**src/rtl/hazard_pkg.sv**
```systemverilog
// Shared types and constants for the scoreboard-based hazard controller.
//   hz_state_t : debug state encoding (RUN/STALL/FLUSH/FREEZE)
//   DEF_*      : default latency / geometry constants
//   cnt_width  : width of a down-counter that must hold values 0..lat
package hazard_pkg;

    typedef enum logic [1:0] {
        HZ_RUN    = 2'd0,
        HZ_STALL  = 2'd1,
        HZ_FLUSH  = 2'd2,
        HZ_FREEZE = 2'd3
    } hz_state_t;

    localparam int unsigned DEF_REG_AW      = 5;
    localparam int unsigned DEF_ALU_LAT     = 1;
    localparam int unsigned DEF_LOAD_LAT    = 2;
    localparam int unsigned DEF_FLUSH_DEPTH = 1;

    // Counter width for values 0..lat; never narrower than one bit.
    function automatic int unsigned cnt_width(input int unsigned lat);
        return (lat < 1) ? 1 : $clog2(lat + 1);
    endfunction

endpackage

```
**src/rtl/hz_scoreboard.sv**
```systemverilog
// Per-register pending-write scoreboard.
// Each tracked register owns a small down-counter holding the number of cycles until its
// pending result is forwardable to ID. r0 is never tracked and always reads as ready.
// Ports:
//   clk, rst_n          clock / asynchronous active-low reset
//   advance             pipe moves this cycle (counters decrement); low = hold everything
//   issue, is_load, dst a writing instruction leaves ID this cycle
//   rs, rt              source registers being looked up
//   rs_gt1, rs_gt0      rs counter > 1 / > 0 (0 for r0)
//   rt_gt1, rt_gt0      rt counter > 1 / > 0 (0 for r0)
module hz_scoreboard
    import hazard_pkg::*;
#(
    parameter int unsigned REG_AW   = DEF_REG_AW,
    parameter int unsigned ALU_LAT  = DEF_ALU_LAT,
    parameter int unsigned LOAD_LAT = DEF_LOAD_LAT
) (
    input  logic              clk,
    input  logic              rst_n,
    input  logic              advance,
    input  logic              issue,
    input  logic              is_load,
    input  logic [REG_AW-1:0] dst,
    input  logic [REG_AW-1:0] rs,
    input  logic [REG_AW-1:0] rt,
    output logic              rs_gt1,
    output logic              rs_gt0,
    output logic              rt_gt1,
    output logic              rt_gt0
);

    localparam int unsigned NREG = 2 ** REG_AW;
    localparam int unsigned CW   = cnt_width(LOAD_LAT);

    localparam logic [CW-1:0] ALU_L  = CW'(ALU_LAT);
    localparam logic [CW-1:0] LOAD_L = CW'(LOAD_LAT);
    localparam logic [CW-1:0] ONE    = CW'(1);

    logic [CW-1:0] cnt_q [NREG];
    logic [CW-1:0] cnt_d [NREG];
    logic [CW-1:0] issue_lat;

    assign issue_lat = is_load ? LOAD_L : ALU_L;

    always_comb begin
        for (int r = 0; r < NREG; r++) begin
            cnt_d[r] = cnt_q[r];
            if (advance) begin
                if (cnt_q[r] != '0) begin
                    cnt_d[r] = cnt_q[r] - 1'b1;
                end
                // New writer: keep whichever is later, the old (decremented) or new latency.
                if (issue && (r != 0) && (dst == REG_AW'(r)) && (cnt_d[r] < issue_lat)) begin
                    cnt_d[r] = issue_lat;
                end
            end
        end
    end

    always_ff @(posedge clk or negedge rst_n) begin
        if (!rst_n) begin
            for (int r = 0; r < NREG; r++) begin
                cnt_q[r] <= '0;
            end
        end else begin
            for (int r = 0; r < NREG; r++) begin
                cnt_q[r] <= cnt_d[r];
            end
        end
    end

    always_comb begin
        rs_gt0 = (rs != '0) && (cnt_q[rs] != '0);
        rs_gt1 = (rs != '0) && (cnt_q[rs] > ONE);
        rt_gt0 = (rt != '0) && (cnt_q[rt] != '0);
        rt_gt1 = (rt != '0) && (cnt_q[rt] > ONE);
    end

endmodule

```
**src/rtl/hazard_scoreboard_ctrl.sv**
```systemverilog
// Clocked hazard controller beside the ID stage.
// Stalls dependent instructions using a pending-write scoreboard, holds if_nop for a
// configurable number of cycles after a taken redirect, and freezes the pipe on mem_busy.
// Priority: FREEZE > STALL > FLUSH > RUN. Outputs depend on inputs and registered counters
// only; hz_state is a registered copy of the winning condition, for debug.
// Optional feature: define HAZARD_STATS_EN to build the stall/flush cycle counters;
// otherwise stall_cycles and flush_cycles are tied to 0.
// Ports:
//   clk, rst_n                       clock / asynchronous active-low reset
//   id_valid, id_rs, id_rt           ID instruction and its sources
//   id_use_rs, id_use_rt, id_branch  source usage, operands needed in ID
//   id_dst, id_reg_write, id_mem_read destination, write enable, load flag
//   redirect                         taken branch/jump resolved in ID
//   mem_busy                         data memory not ready
//   pc_write, ifid_write             PC / IF-ID enables
//   idex_nop, if_nop                 bubble into ID/EX, flush of IF/ID
//   hz_state                         registered state (debug)
//   stall_cycles, flush_cycles       statistics (HAZARD_STATS_EN)
module hazard_scoreboard_ctrl
    import hazard_pkg::*;
#(
    parameter int unsigned REG_AW      = DEF_REG_AW,
    parameter int unsigned ALU_LAT     = DEF_ALU_LAT,
    parameter int unsigned LOAD_LAT    = DEF_LOAD_LAT,
    parameter int unsigned FLUSH_DEPTH = DEF_FLUSH_DEPTH
) (
    input  logic              clk,
    input  logic              rst_n,
    input  logic              id_valid,
    input  logic [REG_AW-1:0] id_rs,
    input  logic [REG_AW-1:0] id_rt,
    input  logic              id_use_rs,
    input  logic              id_use_rt,
    input  logic              id_branch,
    input  logic [REG_AW-1:0] id_dst,
    input  logic              id_reg_write,
    input  logic              id_mem_read,
    input  logic              redirect,
    input  logic              mem_busy,
    output logic              pc_write,
    output logic              ifid_write,
    output logic              idex_nop,
    output logic              if_nop,
    output logic [1:0]        hz_state,
    output logic [31:0]       stall_cycles,
    output logic [31:0]       flush_cycles
);

    localparam int unsigned FCW = cnt_width(FLUSH_DEPTH);
    localparam logic [FCW-1:0] FLUSH_RELOAD = FCW'(FLUSH_DEPTH - 1);

    logic           rs_gt1, rs_gt0, rt_gt1, rt_gt0;
    logic           src_hit;
    logic           stall;
    logic           issue;
    logic           take_redirect;
    logic           flushing;
    logic [FCW-1:0] fcnt_q, fcnt_d;
    hz_state_t      state_q, state_d;

    hz_scoreboard #(
        .REG_AW   (REG_AW),
        .ALU_LAT  (ALU_LAT),
        .LOAD_LAT (LOAD_LAT)
    ) u_scoreboard (
        .clk     (clk),
        .rst_n   (rst_n),
        .advance (!mem_busy),
        .issue   (issue),
        .is_load (id_mem_read),
        .dst     (id_dst),
        .rs      (id_rs),
        .rt      (id_rt),
        .rs_gt1  (rs_gt1),
        .rs_gt0  (rs_gt0),
        .rt_gt1  (rt_gt1),
        .rt_gt0  (rt_gt0)
    );

    // Branches compare in ID, so they need the value one cycle earlier than EX consumers.
    always_comb begin
        if (id_branch) begin
            src_hit = (id_use_rs && rs_gt0) || (id_use_rt && rt_gt0);
        end else begin
            src_hit = (id_use_rs && rs_gt1) || (id_use_rt && rt_gt1);
        end
    end

    // stall is the effective one: a freeze outranks it.
    assign stall         = id_valid && src_hit && !mem_busy;
    assign issue         = id_valid && !stall && !mem_busy && id_reg_write && (id_dst != '0);
    // A stalled branch has not resolved yet, so its redirect is not taken.
    assign take_redirect = redirect && !stall && !mem_busy;
    // Zeroing IF/ID while stalled would destroy the held instruction, so stall masks it.
    assign flushing      = !mem_busy && !stall && (take_redirect || (fcnt_q != '0));

    always_comb begin
        fcnt_d = fcnt_q;
        if (!mem_busy) begin
            if (take_redirect) begin
                fcnt_d = FLUSH_RELOAD;
            end else if (fcnt_q != '0) begin
                fcnt_d = fcnt_q - 1'b1;
            end
        end
    end

    always_comb begin
        pc_write   = 1'b1;
        ifid_write = 1'b1;
        idex_nop   = 1'b0;
        if_nop     = 1'b0;
        state_d    = HZ_RUN;
        if (mem_busy) begin
            pc_write   = 1'b0;
            ifid_write = 1'b0;
            state_d    = HZ_FREEZE;
        end else if (stall) begin
            pc_write   = 1'b0;
            ifid_write = 1'b0;
            idex_nop   = 1'b1;
            state_d    = HZ_STALL;
        end else if (flushing) begin
            if_nop     = 1'b1;
            state_d    = HZ_FLUSH;
        end
    end

    always_ff @(posedge clk or negedge rst_n) begin
        if (!rst_n) begin
            fcnt_q  <= '0;
            state_q <= HZ_RUN;
        end else begin
            fcnt_q  <= fcnt_d;
            state_q <= state_d;
        end
    end

    assign hz_state = state_q;

`ifdef HAZARD_STATS_EN
    logic [31:0] stall_cnt_q, flush_cnt_q;

    always_ff @(posedge clk or negedge rst_n) begin
        if (!rst_n) begin
            stall_cnt_q <= '0;
            flush_cnt_q <= '0;
        end else begin
            if (stall && (stall_cnt_q != '1)) begin
                stall_cnt_q <= stall_cnt_q + 32'd1;
            end
            if (if_nop && (flush_cnt_q != '1)) begin
                flush_cnt_q <= flush_cnt_q + 32'd1;
            end
        end
    end

    assign stall_cycles = stall_cnt_q;
    assign flush_cycles = flush_cnt_q;
`else
    assign stall_cycles = '0;
    assign flush_cycles = '0;
`endif

endmodule

```
**config.mk**
```make
export PLATFORM = sky130hd
export DESIGN_NAME = hazard_scoreboard_ctrl
export DESIGN_NICKNAME = d
export VERILOG_FILES = /design/src/rtl/hazard_pkg.sv /design/src/rtl/hz_scoreboard.sv /design/src/rtl/hazard_scoreboard_ctrl.sv
export SDC_FILE = /design/constraint.sdc
export NUM_CORES = 1
export LEC_CHECK = 0
export CORE_UTILIZATION = 55
export DETAILED_ROUTE_END_ITERATION = 8
export GPL_ROUTABILITY_DRIVEN = 0
export PLACE_DENSITY_LB_ADDON = 0.2
export SLEW_MARGIN = 25
export SYNTH_ARGS = -nofsm -noshare
export SYNTH_HDL_FRONTEND = slang
export SYNTH_SLANG_ARGS = --single-unit
```
**constraint.sdc**
```tcl
create_clock -name clk -period 8.2 [get_ports clk]
set_input_delay 0.82 -clock clk [delete_from_list [all_inputs] [get_ports clk]]
set_output_delay 0.82 -clock clk [all_outputs]
set_load 0.02 [all_outputs]
```
==> key figures, run 1 <==
Run status
  – Status: completed

Routing
  – Post-route ant nets: 0
  – DRT Pass-1 Iters: 5
  – Drt drc: 0
  – Routed len/inst: 19.7 um
  – Routed wire length: 17,400 um
  – Vias post-DR: 5,761
  – Drt via density: 6.52
  – Drt first-iter violations: 569

Yosys
  – Area share of the largest cell type after synthesis: 0.259
  – Most used flip-flop cell after synthesis: dfrtp_1
  – Post-Syn Area: 6370 um2
  – Sequential-to-total area share from yosys stat: 0.259
  – Synth top area cells: dfrtp_1, buf_4, mux4_2
  – Synth Instances: 735
  – Syn. warnings: 0
  – Synth Area per Inst: 8.67 um2
  – Count leader, synth: nand2_1
  – Ys async rst share: 1.00
  – Cell taking the most area after synthesis: dfrtp_1
  – Flops & latches, synth: between 60 and 70
  – Top post-synthesis cells by count: nand2_1, buf_4, dfrtp_1
  – Number of synthesized flops with an enable pin: 0
  – Post-synth cell types: 50

Timing
  – Skew final: 9.24 ps
  – Actual slew at the worst max-slew pin: 1080 ps
  – Final setup viols: 0
  – Final Hold Fails: 0
  – RSZ-0062 raised after global routing: no
  – Post-layout min period: 5880 ps
  – Slew headroom: 0.278
  – Setup TNS Final: 0 ps
  – Hold slack: 535 ps
  – Pins Over Slew Limit: 0
  – Max frequency: 0.170 GHz
  – Setup ws final: between 2000 and 2500 ps
  – Final critical-path share of the clock period: 0.717

Clocking
  – Reg clk slew, reported paths: 60 ps
  – TritonCTS clock tree: built
  – Clk sinks: 66
  – Hold_buf cts: 0
  – CTS Buffer Depth: 2
  – CTS H-tree depth: 3
  – Post-CTS setup buffers: 0
  – Root Driver: clkbuf_16
  – Post-CTS Resized: 0
  – Clk Latency, worst-skew pair: 340 ps
  – Num CTS Buffers: 9

Worst setup path
  – Critical Path AT: 5060 ps
  – Crit Path Max Fanout: 93
  – CP Cell Sequence: clkdlybuf4s50_1 -> mux4_2 -> mux2_2 -> a2111oi_1 -> a211o_1 -> o211a_4 -> and3_1 -> clkdlybuf4s50_1
  – Critical Path Start Type: input port
  – CP peak stage delay: 1020 ps
  – CP max stage cell: clkdlybuf4s50_1
  – Critical path type: in -> out
  – CP required: 7380 ps
  – Most frequent CP cell: clkdlybuf4s50_1
  – Crit. End Element: output port

Global route
  – Total track usage: 0.301
  – Vias in the first global route: 5,396
  – Overflow after GRT: 0
  – First-pass GRT wire length: 27,400 um
  – Pin count of the biggest net entering global routing: between 90 and 100
  – Initial antenna violation count: 0

Floorplanning
  – Chip width: 110 um
  – Std-Cell Rows: 38
  – Starting density of the core: 0.575
  – Die Area: 12,000 um2
  – Num ports: 95
  – Die Ht: 110 um
  – Core Footprint: 11,100 um2

Run
  – Max_cap viols: 0

Finish
  – Layout cells sized above 1: 0.0996
  – Final Core Density: 0.609
  – Fin cells: approximately 880
  – Diodes inserted: 0
  – # fillers: 945
  – Area grow syn2layout: 5.79%
  – Fin nets: 795

Placed design
  – DP Cell Count: 867
  – DPL Wire Length: 11,900 um
  – IO buf count: 30
  – Dpl ws: ~2300 ps

Hold path
  – Min-delay worst type: in -> async

Power
  – Pwr per Cell Area: 140 nW/um2
  – Leak: 3.47 nW
  – Peak supply drop: just under 0.1 mV
critical path: cells and delay by family:
family          cells  cell delay [ps]
mux                 2              870
buf+inv             2             1620
compound gates      3             1480
simple gates        1              260
through the flow:
step                power [mW]  area, um2
floorplan                0.492       6610
global placement         0.509       6410
detailed placement       0.516       6410
CTS                      0.946       6740
global route             0.977       6740
finish                   0.947       6740
placed cells by master, fill, tap and decap left out, types with 2 or more instances in the layout:
cell type	instances
mux2i_1	18
and4b_1	4
nor2_1	41
clkdlybuf4s50_1	28
mux2_2	13
inv_1	30
a21bo_2	3
nor4_1	4
o22ai_1	2
nor3_1	6
nand2b_1	4
a21boi_0	5
and3_1	25
nand2_1	99
a221oi_1	2
a221o_1	37
buf_2	2
and2_1	28
dfrtp_1	66
o21ai_0	36
nand3_1	6
a22oi_1	6
o311ai_0	3
clkbuf_16	9
buf_4	11
nor2b_1	32
clkbuf_8	2
conb_1	64
a21o_1	3
a211o_1	19
mux4_2	21
bufinv_16	2
nor2_2	2
a21oi_1	4
o211ai_1	7
a31oi_1	47
ha_1	32
routing by layer:
| layer | GRT usage | vias up | part of all wire |
|---|---|---|---|
| met3 | 0.0563 | 59 | 0.088 |
| met4 | 0.129 | 0 | 0.033 |
| met2 | 0.489 | 330 | 0.47 |
| met1 | 0.392 | 2789 | 0.41 |
| met5 | 0 | - | 0 |
| li1 | - | 2583 | - |
kinds of logic after synthesis:
logic type / after synthesis / share of synthesized area
AO/OA/AOI/OAI: 183 / 0.215
XOR/XNOR: 1 / 0.00137
adder cells (fa/ha/maj): 32 / 0.0628
buffers and inverters: 143 / 0.137
flip-flops: 66 / 0.259
multiplexers: 52 / 0.125
other: 1 / 0.000588
AND/OR/NAND/NOR: 257 / 0.198
registers in the layout (all words and copies together), names as in the netlist:
name / count
hz_state: 2
u_scoreboard.cnt_q: 64
power breakdown:
group / internal [mW] / leakage, nW / switching (mW)
Clock: 0.283 / 0.163 / 0.150
Sequential: 0.333 / 0.909 / 0.00681
Combinational: 0.0535 / 2.40 / 0.121
Total: 0.669 / 3.47 / 0.277
worst paths after layout:
path                                                     from                                 end  slack, ps  cells past startpoint
setup / recovery                                     id_rt[1]                              if_nop       2320                      8
hold / removal                                          rst_n   u_scoreboard.cnt_q[8]$_DFFE_PN0N_        530                      1
setup reg to reg           u_scoreboard.cnt_q[50]$_DFFE_PN0N_  u_scoreboard.cnt_q[59]$_DFFE_PN0N_       4810                      7
hold reg to reg            u_scoreboard.cnt_q[39]$_DFFE_PN0N_  u_scoreboard.cnt_q[39]$_DFFE_PN0N_        570                      2
max in group asynchronous                               rst_n  u_scoreboard.cnt_q[20]$_DFFE_PN0N_       6670                      2
min in group clk           u_scoreboard.cnt_q[39]$_DFFE_PN0N_  u_scoreboard.cnt_q[39]$_DFFE_PN0N_        570                      2
area by class of cell:
type	count	area, um2	share of cell area
multi-input combinational	589	4100	0.608
sequential	66	1650	0.245
timing repair buffer	41	373	0.0553
clock buffer	12	256	0.0380
tap	140	175	0.0260
inverter	31	116	0.0173
clock inverter	4	73.8	0.0109
Note: power is estimated with default switching activity, not from simulation.
==> run 2: changes to the inputs <==
Settings changed: CORE_UTILIZATION 55 to 51.
Clock period 8.2 ns to 5.2 ns, I/O delays scaled along.
==> key figures, run 2 (synthesized netlist as in run 1, its figures left out) <==
Timing
  – Max frequency: 0.229 GHz
  – Pins Over Slew Limit: 0
  – Slew headroom: 0.374
  – Actual slew at the worst max-slew pin: 931 ps
  – Post-layout min period: 4360 ps
  – RSZ-0062 raised after global routing: no
  – Skew final: 7.60 ps
  – Final Hold Fails: 0
  – Setup TNS Final: 0 ps
  – Final critical-path share of the clock period: 0.838
  – Final setup viols: 0

Global route
  – Overflow after GRT: 0
  – Vias in the first global route: 5,346
  – Pin count of the biggest net entering global routing: 88
  – Total track usage: 0.271
  – First-pass GRT wire length: roughly 27,000 um
  – Initial antenna violation count: 0

Routing
  – Drt first-iter violations: 558
  – Routed len/inst: 19.0 um
  – Drt drc: 0
  – Drt via density: slightly above 6
  – DRT Pass-1 Iters: 5
  – Post-route ant nets: 0
  – Vias post-DR: around 5,700
  – Routed wire length: between 15,000 and 20,000 um

Clocking
  – CTS Buffer Depth: 2
  – Num CTS Buffers: 9
  – Hold_buf cts: 0
  – Clk Latency, worst-skew pair: 340 ps
  – TritonCTS clock tree: built
  – Root Driver: clkbuf_16
  – Post-CTS Resized: 0
  – Clk sinks: 66
  – CTS H-tree depth: 3
  – Reg clk slew, reported paths: 60 ps
  – Post-CTS setup buffers: 0

Power
  – Tot Pwr: approximately 1.4 mW
  – Leak: 3.47 nW
  – Pwr per Cell Area: between 200 and 250 nW/um2
  – Peak supply drop: between 0.1 and 0.15 mV

Finish
  – Commonest non-fill, non-tap cell in the layout: nand2_1
  – # fillers: between 1,000 and 1,500
  – Diodes inserted: 0
  – Commonest cells after routing, fill and taps aside: nand2_1, dfrtp_1, conb_1
  – Fin nets: between 700 and 800
  – Fin cells: 913
  – Final Core Density: 0.558
  – Layout cells sized above 1: 0.0980
  – Largest register FFs: 64
  – Largest register by flop count: u_scoreboard.cnt_q
  – Area grow syn2layout: 5.97%

Placed design
  – DP Cell Count: 897
  – DPL Wire Length: 11,600 um
  – IO buf count: 30

Worst setup path
  – Critical Path AT: 3840 ps
  – Crit Path Max Fanout: 13
  – Critical path type: in -> out
  – Critical Path Start Type: input port
  – Most frequent CP cell: clkdlybuf4s50_1
  – CP Cell Sequence: clkdlybuf4s50_1 -> mux4_2 -> mux2_2 -> a2111oi_1 -> a211o_1 -> o211ai_1 -> nor2_1 -> clkdlybuf4s50_1
  – CP max stage cell: clkdlybuf4s50_1
  – Crit. End Element: output port
  – CP peak stage delay: approximately 850 ps
  – CP required: 4680 ps

Floorplanning
  – Num ports: 95
  – Die Ht: 114 um
  – Starting density of the core: 0.526
  – Core Footprint: 12,100 um2
  – Std-Cell Rows: 40
  – Die Area: 12,900 um2
  – Chip width: 114 um

Hold path
  – Min-delay worst type: in -> async

Run status
  – Status: completed

Run
  – Max_cap viols: 0
-- run 2: changes by cell type in the layout (fill, tap and decap cells not counted) --
| cell | previous run | this run |
|---|---|---|
| nor2_1 | 41 | 42 |
| buf_4 | 11 | 13 |
| clkbuf_1 | 1 | 3 |
| clkinv_4 | 1 | 0 |
| bufinv_16 | 2 | 1 |
| nor2_4 | 1 | 0 |
-- run 2: power breakdown --
group | total (mW) | internal [mW] | switching [mW]
clock | 0.625 | 0.397 | 0.227
sequential | 0.537 | 0.525 | 0.0122
combinational | 0.271 | 0.0842 | 0.187
total | 1.43 | 1.01 | 0.426
-- run 2: final timing paths --
check                                                   start                                  to  slack, ps  cells after the start
min                                                     rst_n   u_scoreboard.cnt_q[5]$_DFFE_PN0N_        400                      2
max reg2reg                u_scoreboard.cnt_q[48]$_DFFE_PN0N_  u_scoreboard.cnt_q[43]$_DFFE_PN0N_       1850                      8
max in group asynchronous                               rst_n  u_scoreboard.cnt_q[33]$_DFFE_PN0N_       4230                      2
min reg2reg                u_scoreboard.cnt_q[39]$_DFFE_PN0N_  u_scoreboard.cnt_q[39]$_DFFE_PN0N_        580                      2
min in group clk           u_scoreboard.cnt_q[39]$_DFFE_PN0N_  u_scoreboard.cnt_q[39]$_DFFE_PN0N_        580                      2
max                                                  id_rt[0]                          ifid_write        840                      8
-- run 2: metrics by stage --
step / worst slack (ps) / hold WS (ps) / cell area (um2)
detailed placement: 868 / 563 / 6450
floorplan: 1920 / 224 / 6610
global route: 695 / 474 / 6750
finish: 841 / 398 / 6750
CTS: 858 / 429 / 6750
global placement: 905 / 554 / 6450
-- run 2: worst max-delay path, delay by kind of cell --
family          cells  cell delay (ps)
buf+inv             2             1490
simple gates        1              220
compound gates      3              750
mux                 2              860
-- run 2: final cells by class --
type	count	area [um2]	share of cell area
clock buffers	14	264	0.0391
clock inverters	2	35.0	0.00519
inverters	31	116	0.0172
multi-input cells	589	4090	0.605
flip-flops and latches	66	1650	0.245
well taps	168	210	0.0311
repair buffers	43	388	0.0574
-- run 2: routing by layer --
metal,vias to the layer above,track usage,part of all wire
met2,287,0.448,0.47
met3,37,0.0579,0.079
li1,2591,-,-
met4,0,0.113,0.025
met1,2752,0.344,0.42
met5,-,0,0
==> run 3: changes to the inputs <==
Clock period 5.2 ns to 3.7 ns, I/O delays scaled along.
==> key figures, run 3 (synthesized netlist as in run 1, its figures left out) <==
Floorplanning
  – Std-Cell Rows: 40
  – Chip width: 114 um
  – Core Footprint: 12,100 um2
  – Starting density of the core: 0.526
  – Num ports: 95
  – Die Area: around 13,000 um2
  – Die Ht: 114 um

Worst setup path
  – Worst reg2reg startpoint: u_scoreboard.cnt_q[48]$_DFFE_PN0N_
  – Critical Path AT: 3120 ps
  – CP required: 3330 ps
  – Worst setup startpoint: id_rt[1]
  – Crit Path Max Fanout: 3
  – Critical Path Start Type: input port
  – Critical path type: in -> out
  – Crit. End Element: output port

Finish
  – Diodes inserted: 0
  – Commonest cells after routing, fill and taps aside: nand2_1, dfrtp_1, conb_1
  – Layout cells sized above 1: 0.121
  – Fin nets: 812
  – Area grow syn2layout: 8.25%
  – Largest register FFs: 64
  – Commonest non-fill, non-tap cell in the layout: nand2_1
  – Largest register by flop count: u_scoreboard.cnt_q

Timing
  – Hold slack: about 13 ps
  – Skew final: 9.22 ps
  – Max frequency: 0.286 GHz
  – Final Hold Fails: 0
  – Setup TNS Final: 0 ps
  – Post-layout min period: 3490 ps
  – RSZ-0062 raised after global routing: no
  – Slew headroom: 0.325
  – Pins Over Slew Limit: 0
  – Final critical-path share of the clock period: 0.945
  – Actual slew at the worst max-slew pin: 1010 ps
  – Final setup viols: 0

Clocking
  – TritonCTS clock tree: built
  – Clk sinks: 66
  – CTS H-tree depth: 3
  – CTS Buffer Depth: 2
  – Hold_buf cts: 0
  – Clk Latency, worst-skew pair: 360 ps
  – Num CTS Buffers: 9
  – Reg clk slew, reported paths: 50 ps
  – Root Driver: clkbuf_16

Power
  – Leak: 3.56 nW
  – Pwr per Cell Area: approximately 290 nW/um2
  – Peak supply drop: 0.232 mV

Placed design
  – DPL Wire Length: 12,200 um
  – IO buf count: 30

Global route
  – Total track usage: 0.289
  – Initial antenna violation count: 0
  – First-pass GRT wire length: 28,600 um
  – Vias in the first global route: 5,720
  – Pin count of the biggest net entering global routing: 52
  – Overflow after GRT: 0

Routing
  – Routed len/inst: 19.6 um
  – Drt drc: 0
  – Post-route ant nets: 0
  – Routed wire length: approximately 18,000 um
  – Drt first-iter violations: 535
  – Vias post-DR: 5,870
  – DRT Pass-1 Iters: 6
  – Drt via density: about 6.3

Hold path
  – Min-delay worst type: in -> async

Run status
  – Status: completed

Run
  – Max_cap viols: 0
[run 3: worst paths after layout]
kind | end | slack (ps) | cells past startpoint
setup / recovery | pc_write | 210 | 9
hold reg to reg | u_scoreboard.cnt_q[39]$_DFFE_PN0N_ | 590 | 2
min in group clk | u_scoreboard.cnt_q[47]$_DFFE_PN0N_ | 580 | 2
hold / removal | hz_state[0]$_DFF_PN0_ | 10 | 1
max in group asynchronous | u_scoreboard.cnt_q[50]$_DFFE_PN0N_ | 2930 | 2
setup reg to reg | u_scoreboard.cnt_q[6]$_DFFE_PN0N_ | 490 | 10
[run 3: per-stage QoR]
step	utilization	worst slack (ps)	cells	cell area [um2]	power, mW
floorplan	-	721	798	6610	1.09
global placement	0.545	-205	912	6610	1.15
detailed placement	0.545	-210	912	6610	1.16
CTS	0.569	178	928	6900	2.00
global route	0.570	99.1	928	6900	2.07
finish	0.570	205	928	6900	2.01
[run 3: layout make-up]
type	count	area (um2)
clock inverter	4	25.0
fill	1052	5210
tap	168	210
clock buffer	12	267
timing repair buffer	58	536
sequential	66	1650
multi-input combinational	589	4090
inverter	31	116
[run 3: power by group]
part / internal, mW / leakage [nW] / switching [mW]
clock: 0.506 / 0.141 / 0.345
sequential: 0.738 / 0.909 / 0.0163
combinational: 0.132 / 2.51 / 0.271
[run 3: critical path: stages]
cell and delay [ps]:
clkdlybuf4s50_1 550, mux4_2 520, mux2_2 290, a2111oi_2 400, buf_4 170, a211o_1 120, o211ai_1 130, nor2_1 200
dlygate4sd2_1 370
[run 3: per-layer routing]
metal,wire [um],global-route usage,part of all wire
met1,7470,0.360,0.41
met2,8630,0.470,0.47
met3,1480,0.0494,0.081
met4,652,0.175,0.036
met5,0,0,0
[run 3: what timing repair did]
| item | CTS | global route |
|---|---|---|
| setup endpoints to repair | 4 | 0 |
| gates resized for setup | 5 | 0 |
| setup buffers | 0 | 0 |
==> RTL change, RTL diff (config.mk and constraints of run 2) <==
The package constant `DEF_REG_AW` goes from 5 to 3.
--- a/src/rtl/hazard_pkg.sv
+++ b/src/rtl/hazard_pkg.sv
@@ -12,5 +12,5 @@
     } hz_state_t;
 
-    localparam int unsigned DEF_REG_AW      = 5;
+    localparam int unsigned DEF_REG_AW      = 3;
     localparam int unsigned DEF_ALU_LAT     = 1;
     localparam int unsigned DEF_LOAD_LAT    = 2;
Interface: changed (resized id_dst, id_rs and id_rt); port bits go from 95 to 89. The function was not compared with the original's and may differ.
==> RTL change against run 2 <==
  * Total power fell by 76%
  * Routed wire length is 79% lower
  * Setup slack better by 450 ps
  * Non-clock buffer count fell by 18
  * Area after synthesis fell by 69%
  * Design area shrank 70%
  * Critical path depth did not move
  * Clock power fell by 82%
  * Sequential cell count down 50
  * Largest cell class unchanged
  * Highest routed layer unchanged
==> RTL change: results (changes against run 2) <==
metric	value	unit	change
Peak supply drop	68.9	uV	was 143 uV
total routed wirelength	3600	um	was 17400 um
Fill cells	346		was 1068
number of global-route vias before repair	1272		was 5346
Met1 Wirelength	1700	um	was 7330 um
status	complete, no violations		unchanged
num sequential	16		was 66
multi-input logic area	0.00121	mm2	was 0.00409 mm2
gr usage total	0.181		was 0.271
worst reg-to-reg path cell count	6		was 8
family with the most delay on the worst path	buffers and inverters		unchanged
largest net degree at the start of global routing	29		was 88
Num CTS Buffers	3		was 9
crit path capture	if_nop		was ifid_write
root buf cell	clkbuf_8		was clkbuf_16
combinational power share	0.301		was 0.189
Met3 Wirelength	252	um	was 1370 um
clock power share	0.326		was 0.436
crit-path max FO	7		was 13
met1 Usage GRT	0.243		was 0.344
Post-CTS Setup Bufs	0		unchanged
DRT iter0 DRCs	88		was 558
DR vias/cell	5.00		was 6.21
register area share after synthesis	0.205		was 0.259
post-synth cell types	42		was 50
Reg-to-Reg End	u_scoreboard.cnt_q[10]		was u_scoreboard.cnt_q[43]
metal2 WL	1600	um	was 8210 um
clkbuf count	4		was 14
grt met2 use	0.293		was 0.448
P_leak	1.00	nW	was 3.47 nW
# port buffers	24		was 30
Worst R2R Setup Slack	2880	ps	was 1850 ps
worst hold path type	register to register		was input pin to asynchronous set/reset pin
Slew headroom	0.492		was 0.374
number of flip-flops in the largest register	14		was 64
maximum level of the CTS H-tree	1		was 3
P_int	0.224	mW	was 1.01 mW
M3 GR Usage	0.0268		was 0.0579
layer with the highest usage	met2		unchanged
post-DP HPWL	2690	um	was 11600 um
comb_multi_in	183		was 589
inverters	10		was 31
first-pass GRT wire length	5890	um	was 27400 um
clk cell area share	0.0273		was 0.0443
NumNets Final	265		was 797
Data buffer area share	0.123		was 0.0574
Non-clock buffers	25		was 43
DRT Pass-1 Iters	4		was 5
top cells by count, synth	buf_4, dfrtp_1, nand2_1, inv_1, nor2b_1		was nand2_1, buf_4, dfrtp_1, a31oi_1, nor2_1
Comb group	0.104	mW	was 0.271 mW
layout cells sized above 1	0.0714		was 0.0980
Worst path max stage delay	670	ps	was 850 ps
Hold Path Depth	1		
critical path arrival	3390	ps	was 3840 ps
RR Startpoint	u_scoreboard.cnt_q[11]		was u_scoreboard.cnt_q[48]
top cells by area, synth	buf_4, dfrtp_1, a221o_1, ha_1, nor2b_1		was dfrtp_1, buf_4, mux4_2, ha_1, nand2_1
==> RTL change: cell count changes after synthesis, moves of 20 or more <==
cell,run 2,this run
a221o_1,37,9
a31oi_1,47,0
and2_1,28,6
and3_1,25,5
clkbuf_1,30,4
dfrtp_1,66,16
ha_1,32,7
inv_1,30,10
mux4_2,21,0
nand2_1,99,14
nor2_1,44,4
nor2b_1,32,10
o21ai_0,36,9
==> RTL change: through the flow <==
stage / cells / setup slack [ps] / hold slack, ps / instance area, um2
2_1_floorplan: 281 / 2240 / 224 / 2190
3_3_place_gp: 282 / 1350 / 521 / 1960
3_5_place_dp: 282 / 1290 / 520 / 1960
4_1_cts: 286 / 1300 / 535 / 2010
5_1_grt: 286 / 1120 / 576 / 2010
6_report: 286 / 1290 / 541 / 2010
==> RTL change: logic make-up after synthesis <==
family,synth area share
compound gates,0.173
fa+ha+maj,0.0449
other cells,0.00192
simple gates,0.213
flops,0.205
buf+inv,0.294
mux,0.0673
